File: src/rtl/layer_stage_sequencer.sv
`default_nettype none
// ============================================================================
// Module   : layer_stage_sequencer
// Purpose  : Inference scheduler. Issues one start pulse per Conv1/Conv2/Conv3/
//            FC1 stage, waits for the datapath done handshake under a watchdog.
// Revision : 1.0  initial release
// ============================================================================
module layer_stage_sequencer #(
    parameter int N_STAGE     = 48,
    parameter int N_FC        = 5,
    parameter int TIMEOUT_CYC = 4096
) (
    input  logic       iCLK,
    input  logic       iRST,
    input  logic       iRUN,
    input  logic       iSTAGE_DONE,
    input  logic       iCLR_ERR,
    output logic       oSTART_BWN,
    output logic [3:0] oSTART_BNN,
    output logic [1:0] oLAYER,
    output logic [5:0] oSTAGE,
    output logic       oBUSY,
    output logic       oDONE,
    output logic       oERR
);

    localparam logic [5:0]  c_CONV_LAST = 6'(N_STAGE - 1);
    localparam logic [5:0]  c_FC_LAST   = 6'(N_FC - 1);
    localparam logic [15:0] c_WD_LAST   = 16'(TIMEOUT_CYC - 1);
    localparam logic [1:0]  c_LAYER_FC  = 2'd3;

    typedef enum logic [2:0] {
        S_IDLE  = 3'd0,
        S_ISSUE = 3'd1,
        S_WAIT  = 3'd2,
        S_ADV   = 3'd3,
        S_FIN   = 3'd4,
        S_ERR   = 3'd5
    } state_t;

    state_t      r_state;
    logic [1:0]  r_layer;
    logic [5:0]  r_stage;
    logic [15:0] r_wdog;
    logic        r_busy;
    logic        r_done;
    logic        r_err;

    always_ff @(posedge iCLK or negedge iRST) begin
        if (!iRST) begin
            r_state <= S_IDLE;
            r_layer <= 2'd0;
            r_stage <= 6'd0;
            r_wdog  <= 16'd0;
            r_busy  <= 1'b0;
            r_done  <= 1'b0;
            r_err   <= 1'b0;
        end else begin
            r_done <= 1'b0;
            case (r_state)
                S_IDLE: begin
                    if (iRUN) begin
                        r_state <= S_ISSUE;
                        r_layer <= 2'd0;
                        r_stage <= 6'd0;
                        r_busy  <= 1'b1;
                    end
                end
                S_ISSUE: begin
                    r_wdog  <= 16'd0;
                    r_state <= S_WAIT;
                end
                S_WAIT: begin
                    // Done takes priority over a timeout landing in the same cycle.
                    if (iSTAGE_DONE) begin
                        r_state <= S_ADV;
                    end else if (r_wdog == c_WD_LAST) begin
                        r_state <= S_ERR;
                        r_busy  <= 1'b0;
                        r_err   <= 1'b1;
                    end else begin
                        r_wdog <= r_wdog + 16'd1;
                    end
                end
                S_ADV: begin
                    if (r_layer == c_LAYER_FC) begin
                        if (r_stage == c_FC_LAST) begin
                            r_state <= S_FIN;
                            r_done  <= 1'b1;
                            r_layer <= 2'd0;
                            r_stage <= 6'd0;
                        end else begin
                            r_stage <= r_stage + 6'd1;
                            r_state <= S_ISSUE;
                        end
                    end else if (r_stage == c_CONV_LAST) begin
                        r_stage <= 6'd0;
                        r_layer <= r_layer + 2'd1;
                        r_state <= S_ISSUE;
                    end else begin
                        r_stage <= r_stage + 6'd1;
                        r_state <= S_ISSUE;
                    end
                end
                S_FIN: begin
                    r_state <= S_IDLE;
                    r_busy  <= 1'b0;
                    r_wdog  <= 16'd0;
                end
                S_ERR: begin
                    // Layer/stage hold the failing position until the error is cleared.
                    if (iCLR_ERR) begin
                        r_state <= S_IDLE;
                        r_err   <= 1'b0;
                        r_layer <= 2'd0;
                        r_stage <= 6'd0;
                        r_wdog  <= 16'd0;
                    end
                end
                default: begin
                    r_state <= S_IDLE;
                    r_busy  <= 1'b0;
                    r_err   <= 1'b0;
                end
            endcase
        end
    end

    // Start strobes decode the registered state, so they last exactly the ISSUE cycle.
    always_comb begin
        oSTART_BWN = 1'b0;
        oSTART_BNN = 4'b0000;
        if (r_state == S_ISSUE) begin
            if (r_layer == 2'd0) begin
                oSTART_BWN = 1'b1;
            end else begin
                oSTART_BNN[r_layer] = 1'b1;
            end
        end
    end

    assign oLAYER = r_layer;
    assign oSTAGE = r_stage;
    assign oBUSY  = r_busy;
    assign oDONE  = r_done;
    assign oERR   = r_err;

endmodule
`default_nettype wire

File: config.mk
export PLATFORM = sky130hd
export DESIGN_NAME = layer_stage_sequencer
export DESIGN_NICKNAME = d
export VERILOG_FILES = /design/src/rtl/layer_stage_sequencer.sv
export SDC_FILE = /design/constraint.sdc
export NUM_CORES = 1
export LEC_CHECK = 0
export ABC_CLOCK_PERIOD_IN_PS = 1730
export BUFFER_PORTS_ARGS = -buffer_cell sky130_fd_sc_hd__buf_2
export CORE_UTILIZATION = 30
export CTS_CLUSTER_DIAMETER = 100
export DETAILED_ROUTE_END_ITERATION = 16
export GPL_TIMING_DRIVEN = 0
export PLACE_DENSITY_LB_ADDON = 0.25
export RECOVER_POWER = 25
export SYNTH_ARGS = -nofsm -noshare
export SYNTH_HDL_FRONTEND = slang
export SYNTH_SLANG_ARGS = --single-unit
File: constraint.sdc
create_clock -name iCLK -period 1.73 [get_ports iCLK]
set_input_delay 0.519 -clock iCLK [delete_from_list [all_inputs] [get_ports iCLK]]
set_output_delay 0.519 -clock iCLK [all_outputs]
set_load 0.01 [all_outputs]
==> flow_summary.json, run 1 <==
{
  "async_flop_share": 1.00,
  "fin_skew_ns": 0.00574,
  "dr.pass1.iters": 4,
  "path_cells": "buf_6 > or4b_4 > o31ai_4 > o21ai_4 > or4_4 > a21oi_2",
  "switching_share": 0.392,
  "maxCapViolCount": 0,
  "r2r_slack_ns": -0.21,
  "p_comb_frac": 0.573,
  "die_h_um": 80.0,
  "grt_usage": 0.149,
  "numCtsBuffers": 5,
  "ios": 21,
  "cp.required_ns": 1.94,
  "finalMaxSlewViolations": 0,
  "max_freq_mhz": 516,
  "clk_pin_slew_ns": 0.06,
  "setup_ws_ns": -0.208,
  "cellInternalPower_uw": 2050,
  "fp-row-count": 28,
  "fin_total_pwr_uw": 3370,
  "crit_end": "r_wdog[6]$_DFFE_PN0P_",
  "cp-start-kind": "flip-flop",
  "htreeDepth": 2,
  "cp.arrival_ns": 2.15,
  "synth_common_cells": "30 x dfrtp_1, 15 x nor2_1, 14 x nand2_1, 11 x a21oi_1, 10 x inv_1",
  "tightest_slew_ns": 0.797,
  "leakagePower_uw": 0.00116,
  "endpoint_kind": "flip-flop",
  "violations": "setup timing",
  "yosysSeqAreaShare": 0.412,
  "first_global_vias": 1563,
  "drtIter0Drc": 41,
  "routed_via_density": 5.02,
  "grt_pass1_wl_um": 7360,
  "rr_worst_depth": 6,
  "setup-tns-final_ns": -3.14,
  "clock_path_buffers": 2,
  "fin_nets": 263,
  "synth.most_common_cell": "dfrtp_1",
  "cts_tree": "done",
  "grt_start_max_net_pins": 31,
  "synth.area.top_cells": "dfrtp_1 41%, ha_1 5.5%, nor2_1 3.1%",
  "n_antenna_cell": 0,
  "maxSlewHeadroom": 0.469,
  "coreArea_um2": 5890,
  "clk_latency_ns": 0.28,
  "whs_ns": 0.317,
  "finalWeightedCongestion": 0.735,
  "antenna_found_initial": 0,
  "die_area_um2": 6390,
  "synth-main-ff-cell": "dfrtp_1",
  "synth_top_area_frac": 0.412,
  "syn2layout_area_growth_pct": 39.7,
  "postRouteAntennaNets": 0,
  "clkSinkCount": 30,
  "yosys_warnings": 0,
  "hold_viol_final": 0,
  "synth_nets": 206,
  "r2r_end": "r_wdog[6]$_DFFE_PN0P_",
  "pwr_density_cell_nw_per_um2": 1320,
  "min_path_type": "in -> async",
  "crit_path_max_incr_delay_ns": 0.50,
  "crit_type": "reg -> reg",
  "vias": 1630,
  "p_sw_uw": 1320,
  "peakVddDrop_v": 0.000624,
  "die_w_um": 80.0,
  "drive_above_1_share": 0.388,
  "detail_route.wirelength_um": 4440,
  "place_ws_ns": -0.442,
  "cts_hold_buf": 0,
  "avgSynthCellArea_um2": 9.45,
  "synth_edf_count": 0,
  "cts-root-buf": "clkbuf_8",
  "yosysTopAreaCell": "dfrtp_1",
  "fin_util": 0.433,
  "clockPowerShare": 0.155,
  "slowest_stage": "or4b_4",
  "wire_per_inst_um": 13.7,
  "synth.distinct_cells": 49,
  "post-route-min-period_ns": 1.94,
  "drc_errors": 0,
  "syn_area_um2": 1820,
  "crit_path_max_fanout": 6,
  "numPortBuffers": 19,
  "finalCritPeriodShare": 1.12,
  "rr_startpoint": "r_state[0]$_DFFE_PN0P_",
  "status": "finished with violations",
  "overflow": 0,
  "synthCells": 193,
  "hpwl_um": 2830,
  "crit_start": "r_state[0]$_DFFE_PN0P_",
  "seq_power_share": 0.272,
  "setup_viol": 26,
  "ys_seq_elements": 30,
  "grt_setup_unrepaired": "yes",
  "start_util": 0.310
}
[what timing repair did]
item	CTS	global route
setup buffers	25	7
pin swaps	10	17
resized for setup	20	26
setup endpoints to repair	30	31
[metal layers]
layer | wire length [um] | GRT usage
met5 | 0 | 0
met4 | 52 | 0.0464
met3 | 125 | 0.0354
met2 | 2190 | 0.245
met1 | 2080 | 0.191
[registers in the layout (all words and copies together), names as in the netlist]
signal and count:
r_wdog 16, oSTAGE 6, r_state 3, oLAYER 2
oBUSY 1, oDONE 1, oERR 1
[kinds of logic (layout without fill, tap and decap cells)]
logic type               after synthesis  after routing  synth area share
adder cells (fa/ha/maj)                8              8            0.0549
other                                  1              1           0.00206
buffers and inverters                 16             73            0.0412
AND/OR/NAND/NOR                       87             87             0.278
flip-flops                            30             30             0.412
XOR/XNOR                               5              5            0.0240
AO/OA/AOI/OAI                         45             45             0.182
multiplexers                           1              1           0.00618
[per-stage QoR]
| step | instances | cell area, um2 |
|---|---|---|
| floorplan | 193 | 1850 |
| global placement | 287 | 2030 |
| detailed placement | 287 | 2030 |
| CTS | 319 | 2400 |
| global route | 325 | 2550 |
| finish | 325 | 2550 |
[worst max-delay path, delay by kind of cell, from the launching register on]
family | cells | cell delay [ns]
AO/OA/AOI/OAI | 3 | 0.42
buffers and inverters | 1 | 0.13
flip-flops | 1 | 0.38
AND/OR/NAND/NOR | 2 | 0.94
[area by class of cell]
class,count,area [um2]
Tap cell,75,93.8
Buffer,5,50.0
Fill cell,567,3340
Inverter,10,37.5
Sequential cell,30,753
Multi-Input combinational cell,147,1180
Timing Repair Buffer,51,354
Clock buffer,7,76.3
[placed cells by master (no fill, tap or decap), drive strengths merged, types with 4 or more instances in the layout]
cell,n
a21oi,11
dfrtp,30
clkbuf,9
buf,54
and2,7
nor3,6
or3,6
nand3,9
o21bai,4
inv,10
nor2,15
ha,8
o21ai,11
nand2,14
[power groups by stage]
stage	registers, uW	clock network (uW)	logic (uW)
after global placement	939	0	1160
after global routing	930	573	2090
after floorplan	934	0	846
final	917	524	1930
after CTS	909	547	1660
after detailed placement	937	0	1170
[worst min-delay path by stage]
stage | from | end | slack, ns | depth (start not counted)
6_report | iRST | r_wdog[2]$_DFFE_PN0P_ | 0.32 | 1
5_1_grt | iRST | r_wdog[0]$_DFFE_PN0P_ | 0.37 | 1
4_1_cts | iRST | r_wdog[0]$_DFFE_PN0P_ | 0.31 | 1
3_5_place_dp | r_wdog[1]$_DFFE_PN0P_ | r_wdog[1]$_DFFE_PN0P_ | 0.50 | 2
3_3_place_gp | r_wdog[1]$_DFFE_PN0P_ | r_wdog[1]$_DFFE_PN0P_ | 0.49 | 2
2_1_floorplan | iRST | oBUSY$_DFFE_PN0P_ | 0.22 | 0
Note: power is estimated with default switching activity, not from simulation.
==> run 2, diff against run 1 <==
CORE_UTILIZATION = 52   (was 30)
==> flow_summary.json, run 2 (same netlist as run 1, synthesis figures left out) <==
{
  "pwr_density_cell_nw_per_um2": 1320,
  "finalMaxSlewViolations": 0,
  "layout_commonest_cell": "buf_4",
  "coreArea_um2": 3340,
  "top_usage_layer": "met2",
  "cts_hold_buf": 0,
  "max_freq_mhz": 493,
  "dr.pass1.iters": 4,
  "clk_latency_ns": 0.33,
  "routed_via_density": 5.93,
  "largest_register_ffs": 16,
  "endpoint_kind": "flip-flop",
  "start_util": 0.546,
  "clockPowerShare": 0.131,
  "cp.arrival_ns": 2.30,
  "fin_total_pwr_uw": 3380,
  "die_h_um": 61.2,
  "maxCapViolCount": 0,
  "grt_usage": 0.252,
  "status": "finished with violations",
  "fp-row-count": 21,
  "hold_viol_final": 0,
  "finalWeightedCongestion": 0.868,
  "drive_above_1_share": 0.455,
  "gr-usage-met1": 0.313,
  "layout_common_cells": "30 x buf_4, 25 x dfrtp_1, 19 x buf_2, 13 x nand2_1, 10 x nor2_1",
  "drc_errors": 0,
  "crit_end": "r_wdog[6]$_DFFE_PN0P_",
  "n_antenna_cell": 0,
  "cellInternalPower_uw": 2010,
  "finalCritPeriodShare": 1.17,
  "cp.required_ns": 2.00,
  "numPortBuffers": 19,
  "cts-root-buf": "clkbuf_4",
  "die_w_um": 61.2,
  "cp-start-kind": "flip-flop",
  "ios": 21,
  "crit_start": "r_state[0]$_DFFE_PN0P_",
  "cts_tree": "done",
  "top_register": "r_wdog",
  "numCtsBuffers": 5,
  "htreeDepth": 2,
  "peakVddDrop_v": 0.000828,
  "setup_viol": 25,
  "clk_pin_slew_ns": 0.10,
  "place_area_um2": 2000,
  "violations": "setup timing",
  "post-route-min-period_ns": 2.03,
  "first_global_vias": 1532,
  "r2r_slack_ns": -0.30,
  "switching_share": 0.403,
  "clkSinkCount": 30,
  "die_area_um2": 3750,
  "setup_ws_ns": -0.297,
  "clock_path_buffers": 2,
  "antenna_found_initial": 0,
  "overflow": 0,
  "p_comb_frac": 0.592,
  "dp.cells": 258,
  "tightest_slew_ns": 0.744,
  "seq_power_share": 0.277,
  "leakagePower_uw": 0.00117,
  "grtUsageMet3": 0.0609,
  "fin_skew_ns": 0.0158,
  "postRouteAntennaNets": 0,
  "grt_pass1_wl_um": 6870,
  "grt_start_max_net_pins": 31,
  "maxSlewHeadroom": 0.504,
  "rr_worst_depth": 7,
  "hpwl_um": 2680,
  "fillers": 229,
  "grt_use_met2": 0.425,
  "crit_path_max_fanout": 6,
  "min_path_type": "in -> async",
  "r2r_end": "r_wdog[6]$_DFFE_PN0P_",
  "rr_startpoint": "r_state[0]$_DFFE_PN0P_",
  "grt_setup_unrepaired": "yes",
  "whs_ns": 0.229,
  "design_area_um2": 2560,
  "fin_nets": 265,
  "drtIter0Drc": 85,
  "p_sw_uw": 1360,
  "detail_route.wirelength_um": 4920,
  "wire_per_inst_um": 16.5,
  "vias": 1773,
  "instances_no_fill": 299,
  "syn2layout_area_growth_pct": 40.4,
  "crit_type": "reg -> reg"
}
run 2: cell count changes in the layout (fill, tap and decap cells not counted), moves of 2 or more:
cell      delta
nor2_2       +2
nor2_1       -2
or3_1        -3
a21oi_1      -4
ha_4         +2
buf_4        +2
clkbuf_4     +5
dfrtp_2      +3
or3_4        +3
a21oi_2      +4
dfrtp_1      -3
clkbuf_8     -4
nor4b_4      +2
nor4b_2      -2
run 2: power groups by stage:
stage	sequential (uW)	combinational, uW	clock, uW
detailed placement	934	1140	0
global placement	923	1110	0
CTS	920	1590	454
finish	936	2000	443
global route	953	2160	491
floorplan	934	846	0
run 2: stage by stage:
step | setup WS, ns | setup TNS (ns) | util
after CTS | -0.264 | -3.63 | 0.696
after global placement | -0.409 | -5.16 | 0.599
after detailed placement | -0.418 | -6.09 | 0.599
final | -0.297 | -4.41 | 0.767
after floorplan | -0.169 | -1.17 | -
after global routing | -0.373 | -6.37 | 0.767
run 2: critical path: stages, from the launching register on:
cell and delay [ns]:
dfrtp_1 0.42, buf_6 0.14, or4b_4 0.51, o31ai_4 0.10, buf_6 0.18, o21ai_4 0.07, or4_4 0.42, a21oi_2 0.12
run 2: cell type report:
type | instances | area, um2 | share of cell area
Multi-Input combinational cell | 147 | 1240 | 0.484
Tap cell | 46 | 57.6 | 0.0225
Sequential cell | 30 | 757 | 0.296
Inverter | 10 | 37.5 | 0.0147
Buffer | 5 | 46.3 | 0.0181
Clock buffer | 7 | 55.1 | 0.0215
Clock inverter | 1 | 5.00 | 0.00196
Timing Repair Buffer | 53 | 363 | 0.142
run 2: worst min path at each step:
stage                          start                endpoint  slack, ns  cells past startpoint
2_1_floorplan                   iRST       oBUSY$_DFFE_PN0P_       0.22                      0
3_3_place_gp   r_wdog[1]$_DFFE_PN0P_   r_wdog[1]$_DFFE_PN0P_       0.49                      2
3_5_place_dp   r_wdog[1]$_DFFE_PN0P_   r_wdog[1]$_DFFE_PN0P_       0.50                      2
4_1_cts                         iRST  r_state[0]$_DFFE_PN0P_       0.22                      1
5_1_grt                         iRST   r_wdog[4]$_DFFE_PN0P_       0.28                      1
6_report                        iRST   r_wdog[4]$_DFFE_PN0P_       0.23                      1
run 2: routing by layer:
layer	routed length (um)	vias to the layer above
li1	-	825
met1	2020	880
met2	2600	55
met3	184	13
met4	116	0
met5	0	-
run 2: what timing repair did:
action,4_1_cts,5_1_grt
gates cloned,1,1
endpoints found under the setup margin,29,31
resized for setup,18,41
setup buffers,24,8
pin swaps,16,19
